`src/rtl/tiled_layer_pkg.sv`:
```
// Shared types for the tiled strip layer: command word layout,
// per-channel strip state and the built-in ground tile images.
package tiled_layer_pkg;

    localparam logic [3:0] ACT_SWAP  = 4'hF;
    localparam logic [3:0] ACT_WRITE = 4'h1;

    localparam logic [2:0] TYPE_CTRL  = 3'b001;
    localparam logic [2:0] TYPE_X     = 3'b010;
    localparam logic [2:0] TYPE_Y     = 3'b011;
    localparam logic [2:0] TYPE_SPAN  = 3'b100;
    localparam logic [2:0] TYPE_GAPL  = 3'b101;
    localparam logic [2:0] TYPE_GAPR  = 3'b110;
    localparam logic [2:0] TYPE_SPEED = 3'b111;

    typedef struct packed {
        logic [5:0]  component;
        logic [4:0]  channel;
        logic [3:0]  action;
        logic [2:0]  ctype;
        logic        bank;
        logic [12:0] message;
    } cmd_t;

    typedef struct packed {
        logic       visible;
        logic       flip;
        logic [4:0] pattern;
        logic [9:0] x;
        logic [9:0] y;
        logic [9:0] span;
        logic [9:0] gap_l;
        logic [9:0] gap_r;
        logic [5:0] speed;
    } ch_state_t;

    function automatic cmd_t decode_cmd(input logic [31:0] word);
        return cmd_t'(word);
    endfunction

    // Bank write aimed at this component (channel range checked by caller).
    function automatic logic cmd_is_write(input cmd_t c, input logic [5:0] id);
        return (c.action == ACT_WRITE) && (c.component == id);
    endfunction

    function automatic logic [9:0] speed_ext(input logic [5:0] s);
        return {{4{s[5]}}, s};
    endfunction

    // Ground tile image: colour index before truncation to BPP bits.
    function automatic int ground_pixel(input int pattern, input int row,
                                        input int col);
        return col + (col >> 2) + (row >> 2) + 2 * pattern;
    endfunction

    function automatic logic [23:0] ground_color(input int idx);
        return 24'(idx) * 24'h405060 + 24'h0A0B0C;
    endfunction

endpackage

```
`src/rtl/tiled_layer_display_addr.sv`:
```
// Per-channel strip hit test and tile pixel address generator.
// Purely combinational; the caller registers the results.
module strip_addr_gen
    import tiled_layer_pkg::*;
#(
    parameter int TILE_W = 16,
    parameter int TILE_H = 16,
    parameter int ADDR_W = 9
) (
    input  ch_state_t         i_state,
    input  logic [9:0]        i_hcount,
    input  logic [9:0]        i_vcount,
    input  logic [9:0]        i_scroll,
    output logic              o_hit,
    output logic [ADDR_W-1:0] o_addr
);
    localparam int CW = $clog2(TILE_W);
    localparam int RW = $clog2(TILE_H);
    localparam logic [ADDR_W-1:0] PAT_SIZE = ADDR_W'(TILE_W * TILE_H);

    logic [10:0]   w_x_end;
    logic [10:0]   w_y_end;
    logic          w_in_x;
    logic          w_in_y;
    logic          w_in_gap;
    logic [CW-1:0] w_col_raw;
    logic [CW-1:0] w_col;
    logic [RW-1:0] w_row;
    logic          w_unused_speed;

    // Extents are compared at 11 bits so X+span never wraps.
    assign w_x_end = {1'b0, i_state.x} + {1'b0, i_state.span};
    assign w_y_end = {1'b0, i_state.y} + 11'(TILE_H);

    assign w_in_x = (i_hcount >= i_state.x) &&
                    ({1'b0, i_hcount} < w_x_end);
    assign w_in_y = (i_vcount >= i_state.y) &&
                    ({1'b0, i_vcount} < w_y_end);

    // An inverted window (gap_l > gap_r) disables the hole.
    assign w_in_gap = (i_state.gap_l <= i_state.gap_r) &&
                      (i_hcount >= i_state.gap_l) &&
                      (i_hcount <= i_state.gap_r);

    assign o_hit = i_state.visible && w_in_x && w_in_y && !w_in_gap;

    // TILE_W is a power of two, so mod is a truncation and the
    // mirror TILE_W-1-col is a bitwise invert.
    assign w_col_raw = CW'(i_hcount - i_state.x + i_scroll);
    assign w_col     = i_state.flip ? ~w_col_raw : w_col_raw;
    assign w_row     = RW'(i_vcount - i_state.y);

    assign o_addr = ADDR_W'(i_state.pattern) * PAT_SIZE
                  + ADDR_W'(w_row) * ADDR_W'(TILE_W)
                  + ADDR_W'(w_col);

    // Speed only drives the scroll accumulators in the top level.
    assign w_unused_speed = ^i_state.speed;

endmodule

```
`src/rtl/tiled_layer_display.sv`:
```
// Multi-channel tiled strip layer: ping-pong command banks, per-frame
// scroll, two-stage pixel pipeline and lowest-channel-wins compositing.
module tiled_layer_display
    import tiled_layer_pkg::*;
#(
    parameter logic [5:0]  COMPONENT_ID = 6'b001111,
    parameter int          NUM_CHANNELS = 4,
    parameter int          BPP          = 2,
    parameter int          TILE_W       = 16,
    parameter int          TILE_H       = 16,
    parameter int          NUM_PATTERNS = 2,
    parameter logic [23:0] BG_COLOR     = 24'h202020,
    parameter              MEM_FILE     = "Ground_tiles.txt",
    parameter              PALETTE_FILE = "Ground_palette.txt"
) (
    input  logic        clk,
    input  logic        reset,
    input  logic        write,
    input  logic [31:0] writedata,
    input  logic [9:0]  hcount,
    input  logic [9:0]  vcount,
    output logic [23:0] RGB_output,
    output logic        opaque
);
    localparam int DEPTH  = NUM_PATTERNS * TILE_W * TILE_H;
    localparam int ADDR_W = $clog2(DEPTH);

    // The ROMs hold the built-in ground images; unknown image names
    // leave the layer fully transparent.
    localparam bit GROUND_IMAGES =
        (MEM_FILE == "Ground_tiles.txt") &&
        (PALETTE_FILE == "Ground_palette.txt");

    function automatic logic [BPP-1:0] pix_rom(input logic [ADDR_W-1:0] a);
        int pat;
        int row;
        int col;
        pat = int'(a) / (TILE_W * TILE_H);
        row = (int'(a) / TILE_W) % TILE_H;
        col = int'(a) % TILE_W;
        return GROUND_IMAGES ? BPP'(ground_pixel(pat, row, col)) : '0;
    endfunction

    function automatic logic [23:0] pal_rom(input logic [BPP-1:0] i);
        return GROUND_IMAGES ? ground_color(int'(i)) : 24'h0;
    endfunction

    ch_state_t               r_bank [2][NUM_CHANNELS];
    logic                    r_front;
    logic [9:0]              r_scroll [NUM_CHANNELS];
    logic [9:0]              r_prev_vcount;
    logic [NUM_CHANNELS-1:0] r_s1_hit;
    logic [ADDR_W-1:0]       r_s1_addr [NUM_CHANNELS];
    logic [23:0]             r_rgb;
    logic                    r_opaque;

    cmd_t                    w_cmd;
    logic                    w_swap;
    logic                    w_wr_ok;
    logic                    w_frame_start;
    ch_state_t               w_front [NUM_CHANNELS];
    logic [NUM_CHANNELS-1:0] w_hit;
    logic [ADDR_W-1:0]       w_addr [NUM_CHANNELS];
    logic [BPP-1:0]          w_pix [NUM_CHANNELS];
    logic [BPP-1:0]          w_sel_pix;
    logic                    w_any;

    assign w_cmd   = decode_cmd(writedata);
    assign w_swap  = write && (w_cmd.action == ACT_SWAP);
    assign w_wr_ok = write && cmd_is_write(w_cmd, COMPONENT_ID) &&
                     (int'(w_cmd.channel) < NUM_CHANNELS);

    // Apply swap / bank-write commands; swap ignores the component.
    always_ff @(posedge clk or posedge reset) begin
        if (reset) begin
            r_front <= 1'b0;
            for (int b = 0; b < 2; b++) begin
                for (int c = 0; c < NUM_CHANNELS; c++) begin
                    r_bank[b][c] <= '0;
                end
            end
        end else if (w_swap) begin
            r_front <= w_cmd.bank;
            for (int c = 0; c < NUM_CHANNELS; c++) begin
                r_bank[~w_cmd.bank][c].visible <= 1'b0;
            end
        end else if (w_wr_ok) begin
            for (int c = 0; c < NUM_CHANNELS; c++) begin
                if (w_cmd.channel == 5'(c)) begin
                    case (w_cmd.ctype)
                        TYPE_CTRL: begin
                            r_bank[w_cmd.bank][c].visible <= w_cmd.message[12];
                            r_bank[w_cmd.bank][c].flip    <= w_cmd.message[11];
                            if (int'(w_cmd.message[4:0]) < NUM_PATTERNS)
                                r_bank[w_cmd.bank][c].pattern <= w_cmd.message[4:0];
                        end
                        TYPE_X:
                            r_bank[w_cmd.bank][c].x <= w_cmd.message[9:0];
                        TYPE_Y:
                            r_bank[w_cmd.bank][c].y <= w_cmd.message[9:0];
                        TYPE_SPAN:
                            r_bank[w_cmd.bank][c].span <= w_cmd.message[9:0];
                        TYPE_GAPL:
                            r_bank[w_cmd.bank][c].gap_l <= w_cmd.message[9:0];
                        TYPE_GAPR:
                            r_bank[w_cmd.bank][c].gap_r <= w_cmd.message[9:0];
                        TYPE_SPEED:
                            r_bank[w_cmd.bank][c].speed <= w_cmd.message[5:0];
                        default: ;
                    endcase
                end
            end
        end
    end

    // Select the front bank seen by the address generators.
    always_comb begin
        for (int c = 0; c < NUM_CHANNELS; c++) begin
            w_front[c] = r_bank[r_front][c];
        end
    end

    for (genvar g = 0; g < NUM_CHANNELS; g++) begin : g_ch
        strip_addr_gen #(
            .TILE_W (TILE_W),
            .TILE_H (TILE_H),
            .ADDR_W (ADDR_W)
        ) u_addr (
            .i_state  (w_front[g]),
            .i_hcount (hcount),
            .i_vcount (vcount),
            .i_scroll (r_scroll[g]),
            .o_hit    (w_hit[g]),
            .o_addr   (w_addr[g])
        );
    end

    assign w_frame_start = (hcount == 10'd0) && (vcount == 10'd0) &&
                           (r_prev_vcount != 10'd0);

    // Step every channel's scroll once per frame by its front speed.
    always_ff @(posedge clk or posedge reset) begin
        if (reset) begin
            r_prev_vcount <= 10'd0;
            for (int c = 0; c < NUM_CHANNELS; c++) begin
                r_scroll[c] <= 10'd0;
            end
        end else begin
            r_prev_vcount <= vcount;
            if (w_frame_start) begin
                for (int c = 0; c < NUM_CHANNELS; c++) begin
                    r_scroll[c] <= r_scroll[c] + speed_ext(w_front[c].speed);
                end
            end
        end
    end

    // Stage 1: capture per-channel hit and pixel address.
    always_ff @(posedge clk or posedge reset) begin
        if (reset) begin
            r_s1_hit <= '0;
            for (int c = 0; c < NUM_CHANNELS; c++) begin
                r_s1_addr[c] <= '0;
            end
        end else begin
            r_s1_hit <= w_hit;
            for (int c = 0; c < NUM_CHANNELS; c++) begin
                r_s1_addr[c] <= w_addr[c];
            end
        end
    end

    // Tile ROM read for every channel.
    always_comb begin
        for (int c = 0; c < NUM_CHANNELS; c++) begin
            w_pix[c] = pix_rom(r_s1_addr[c]);
        end
    end

    // Lowest-index opaque channel wins; index 0 is transparent.
    always_comb begin
        w_sel_pix = '0;
        w_any     = 1'b0;
        for (int c = NUM_CHANNELS - 1; c >= 0; c--) begin
            if (r_s1_hit[c] && (w_pix[c] != '0)) begin
                w_any     = 1'b1;
                w_sel_pix = w_pix[c];
            end
        end
    end

    // Stage 2: palette lookup and output register.
    always_ff @(posedge clk or posedge reset) begin
        if (reset) begin
            r_rgb    <= BG_COLOR;
            r_opaque <= 1'b0;
        end else begin
            r_rgb    <= w_any ? pal_rom(w_sel_pix) : BG_COLOR;
            r_opaque <= w_any;
        end
    end

    assign RGB_output = r_rgb;
    assign opaque     = r_opaque;

endmodule

```
`config.mk`:
```
export PLATFORM = sky130hd
export DESIGN_NAME = tiled_layer_display
export DESIGN_NICKNAME = d
export VERILOG_FILES = /design/src/rtl/tiled_layer_pkg.sv /design/src/rtl/tiled_layer_display_addr.sv /design/src/rtl/tiled_layer_display.sv
export SDC_FILE = /design/constraint.sdc
export NUM_CORES = 2
export LEC_CHECK = 0
export ABC_AREA = 1
export ABC_CLOCK_PERIOD_IN_PS = 17000
export CAP_MARGIN = 20
export CORE_MARGIN = 1.5
export CORE_UTILIZATION = 58
export DETAILED_ROUTE_END_ITERATION = 6
export PLACE_DENSITY = 0.85
export REMOVE_ABC_BUFFERS = 1
export SLEW_MARGIN = 25
export SYNTH_ARGS = -nofsm -noshare
export SYNTH_HDL_FRONTEND = slang
export SYNTH_SLANG_ARGS = --single-unit
```
`constraint.sdc`:
```
create_clock -name clk -period 17 [get_ports clk]
set_clock_uncertainty 0.15 [all_clocks]
set_input_delay 3.4 -clock clk [delete_from_list [all_inputs] [get_ports clk]]
set_output_delay 3.4 -clock clk [all_outputs]
set_load 0.01 [all_outputs]
```
==> results.txt <==
* Outcome: complete, but fails checks
* Violated checks: design-rule violations
- Across the VDD grid, the largest voltage drop is 0.0836 mV.
- After detailed routing, the number of vias per cell comes to 6.27.
* CTS buffer count: 57
- Post-layout net count: 5,157
- In this run the remaining antenna-violating nets after routing total 0.
* Detailed Route WL: 124 mm
* Number of placed instances with taps included: 5,459
- Worst path required time: 17.34 ns
* Worst hold-check path type: register to register
* Category of the worst setup path capture point: register
* Setup TNS: 0 ns
- Max-cap violations in this run came to 0.
- Cells with a size suffix above 1 make up 4.73% of the layout.
- Count of state elements after synthesis: 525
- Largest net degree at the start of global routing: 194
* Detail Placement HPWL: 84.9 mm
- Distinct cell type count after synthesis: 51
- TritonCTS built the clock tree.
- Hold Worst Slack: 0.333 ns
* Number of search-and-repair iterations in the first detailed-routing pass: 7
- Cts repair resizes: 0
* Number of instances in the synthesized netlist: 4,728
- Counting stages on the worst path, the most repeated cell is sky130_fd_sc_hd__o21ai_0.
- The H-tree was split into 2 levels.
* Share of flip-flops with an asynchronous set or reset: 100%
- The average instance in the mapped netlist occupies 7.56 um^2.
* Pins Over Slew Limit: 0
* Standard cell core area: 0.0606 mm^2
* RSZ-0062 raised after global routing: no
- Clock edge transition at the registers on the reported setup and hold paths: 0.06 ns
- By area the synthesized netlist is led by sky130_fd_sc_hd__dfrtp_1, sky130_fd_sc_hd__ha_1, sky130_fd_sc_hd__nand2_1.
- Starting DRC count in detailed routing: 5,476
* Cell with the largest stage delay on the worst path: sky130_fd_sc_hd__inv_2
* Number of top-level pins: 80
- The worst setup path is launched from a primary input.
- Initial antenna violation count: 3
* Commonest register cell after synthesis: sky130_fd_sc_hd__dfrtp_1
- The largest total area in the synthesized netlist belongs to sky130_fd_sc_hd__dfrtp_1.
* Final number of hold-violating endpoints: 0
- Slew at the pin with the worst max-slew slack: 1.20 ns
- For this run, the number of standard cells in the final layout without fillers is 5,568.
- The final route contains 34,937 vias.
* Number of rows in the core area: 90
* Largest stage delay on the critical path: 0.98 ns
- Buffers inserted by post-CTS timing repair: 0
- Cell chain of the critical path: clkdlybuf4s50_1, nor2_2, nand3_1, nor3_2, nand2_4, buf_4, nor2_8, nand2_2, inv_2, o21ai_0, nand2_1, o21ai_0
- Worst relative slew slack: 19.5%
- Syn-to-layout area delta: 9.12%
- Port buffering added 72 buffers.
- Hold buffer count at CTS: 0
- For this configuration, the core starts out at a cell density of 59.0%.
- The top cell type by area accounts for 36.6% of the synthesized area.
- Largest fanout of any net on the critical path: 37
- Proportion of synthesized chip area in sequential cells: 36.8%
- Final global-route overflow total: 0
- The clock net in this run drives a total of 525 sinks.
- Die height: 251 um
- Counting along the longest clock path gives a buffer depth of 3.
- Measured on the finished design, the core utilization comes to 64.3%.
* Global-route wire length before repair: 189 mm
* Endpoints failing setup: 0
- After detailed routing, the number of remaining DRC violations is 29.
- Peak clock frequency supported by timing: 0.147 GHz
- Final Critical Period: 6.82 ns
- Global routing used 39.0% of the available tracks.
* Commonest non-fill, non-tap cells in the layout: sky130_fd_sc_hd__nand2_1, sky130_fd_sc_hd__o21ai_0, sky130_fd_sc_hd__inv_1
* Area of the die: 0.0631 mm^2
- The critical path is of the primary input to register type.
- Via count of the first global-routing pass: 33,458
- The design draws 4.06 mW.
* Die width: 251 um
- Number of warnings printed during yosys synthesis: 0
* Period utilization: 40.1%
- Final Wtd Congestion: 0.983
- Leakage power figure: 19.4 nW
* Count of flip-flops with a built-in enable after synthesis: 0
* DR WL/cell: 22.2 um
- STA puts the critical path data arrival time at 7.16 ns.
- Leaving out fill and tap cells, the most frequent cell in the layout is sky130_fd_sc_hd__nand2_1.
* Synth Cell Area: 0.0357 mm^2
- Clock root buffer: sky130_fd_sc_hd__clkbuf_16
- For the worst-skew pair, the clock arrives at the later sink with an insertion delay of 0.67 ns.
- Dividing total power by cell area gives a power density of 104 mW/mm^2.
[flip-flops by register name, summed over array words and instances, names as in the netlist]
name and count:
r_bank 456, r_prev_vcount 10, r_scroll 16, RGB_output 10
r_front 1, r_s1_hit 4, r_s1_addr 28
[cell type report]
| type | count | area (um^2) |
|---|---|---|
| repair buffers | 121 | 1120 |
| fillers | 4920 | 21600 |
| multi-input cells | 3333 | 19200 |
| diodes | 3 | 7.51 |
| clock buffers | 86 | 1710 |
| inverters | 698 | 2630 |
| flip-flops and latches | 525 | 13100 |
| clock inverters | 20 | 239 |
| well taps | 782 | 978 |
[power breakdown]
group	total (mW)	internal, mW	switching (mW)
Combinational	1.44	0.501	0.935
Clock	1.32	0.767	0.549
Sequential	1.31	1.28	0.0278
Total	4.06	2.55	1.51
[synth_stat cells (9+ instances only)]
| cell | number |
|---|---|
| sky130_fd_sc_hd__nand2_1 | 972 |
| sky130_fd_sc_hd__inv_2 | 25 |
| sky130_fd_sc_hd__o211ai_1 | 39 |
| sky130_fd_sc_hd__nand4_1 | 35 |
| sky130_fd_sc_hd__dfrtp_1 | 522 |
| sky130_fd_sc_hd__or2_2 | 10 |
| sky130_fd_sc_hd__o21ai_0 | 708 |
| sky130_fd_sc_hd__ha_1 | 342 |
| sky130_fd_sc_hd__xnor2_1 | 45 |
| sky130_fd_sc_hd__nor3_1 | 39 |
| sky130_fd_sc_hd__nor2_4 | 9 |
| sky130_fd_sc_hd__buf_4 | 23 |
| sky130_fd_sc_hd__o21a_1 | 23 |
| sky130_fd_sc_hd__a21o_1 | 13 |
| sky130_fd_sc_hd__xor2_1 | 62 |
| sky130_fd_sc_hd__nand3_1 | 162 |
| sky130_fd_sc_hd__o22ai_1 | 74 |
| sky130_fd_sc_hd__clkbuf_1 | 83 |
| sky130_fd_sc_hd__a21oi_1 | 328 |
| sky130_fd_sc_hd__o21ai_1 | 16 |
| sky130_fd_sc_hd__inv_1 | 671 |
| sky130_fd_sc_hd__fa_1 | 24 |
| sky130_fd_sc_hd__buf_2 | 62 |
| sky130_fd_sc_hd__a22oi_1 | 51 |
| sky130_fd_sc_hd__nor2_1 | 312 |
[routing by layer]
layer,vias to the layer above,global-route usage [%],share of wire [%]
met5,-,0,0.028
li1,15598,-,-
met3,640,12.2,15
met1,16167,50.0,37
met2,2526,56.6,41
met4,6,26.3,8.0
[worst paths after layout]
path | startpoint | depth (start not counted) | slack (ns) | to
max in group asynchronous | reset | 4 | 11.35 | r_bank[305]$_DFFE_PP0P_
worst max-delay path | writedata[25] | 12 | 10.18 | r_bank[33]$_DFFE_PP0P_
worst min register to register | r_bank[400]$_DFFE_PP0P_ | 2 | 0.33 | r_bank[400]$_DFFE_PP0P_
worst max register to register | r_front$_DFFE_PP0P_ | 11 | 11.75 | r_s1_hit[0]$_DFF_PP0_
worst min-delay path | r_bank[400]$_DFFE_PP0P_ | 2 | 0.33 | r_bank[400]$_DFFE_PP0P_
min in group asynchronous | reset | 2 | 3.22 | r_bank[451]$_DFFE_PP0P_
[metrics by stage]
step                      instance area (um^2)  setup WS, ns
after floorplan                          34900         -1.21
after global placement                   37000          9.81
after global routing                     39000         10.16
after detailed placement                 37000          9.75
final                                    39000         10.18
after CTS                                39000         10.41
[cells by family after synthesis]
family	count (synthesis)	share of synthesized area, %
flip-flops	525	36.8
AO/OA/AOI/OAI	1275	19.2
buffers and inverters	875	9.70
XOR/XNOR	107	2.62
adder cells (fa/ha/maj)	366	13.3
other	1	0.0105
AND/OR/NAND/NOR	1579	18.4
[critical path: cells and delay by family]
| kind | cells | cell delay, ns |
|---|---|---|
| AO/OA/AOI/OAI | 2 | 0.29 |
| buffers and inverters | 3 | 1.76 |
| AND/OR/NAND/NOR | 7 | 1.68 |
Power figures use the tool's default switching activity.
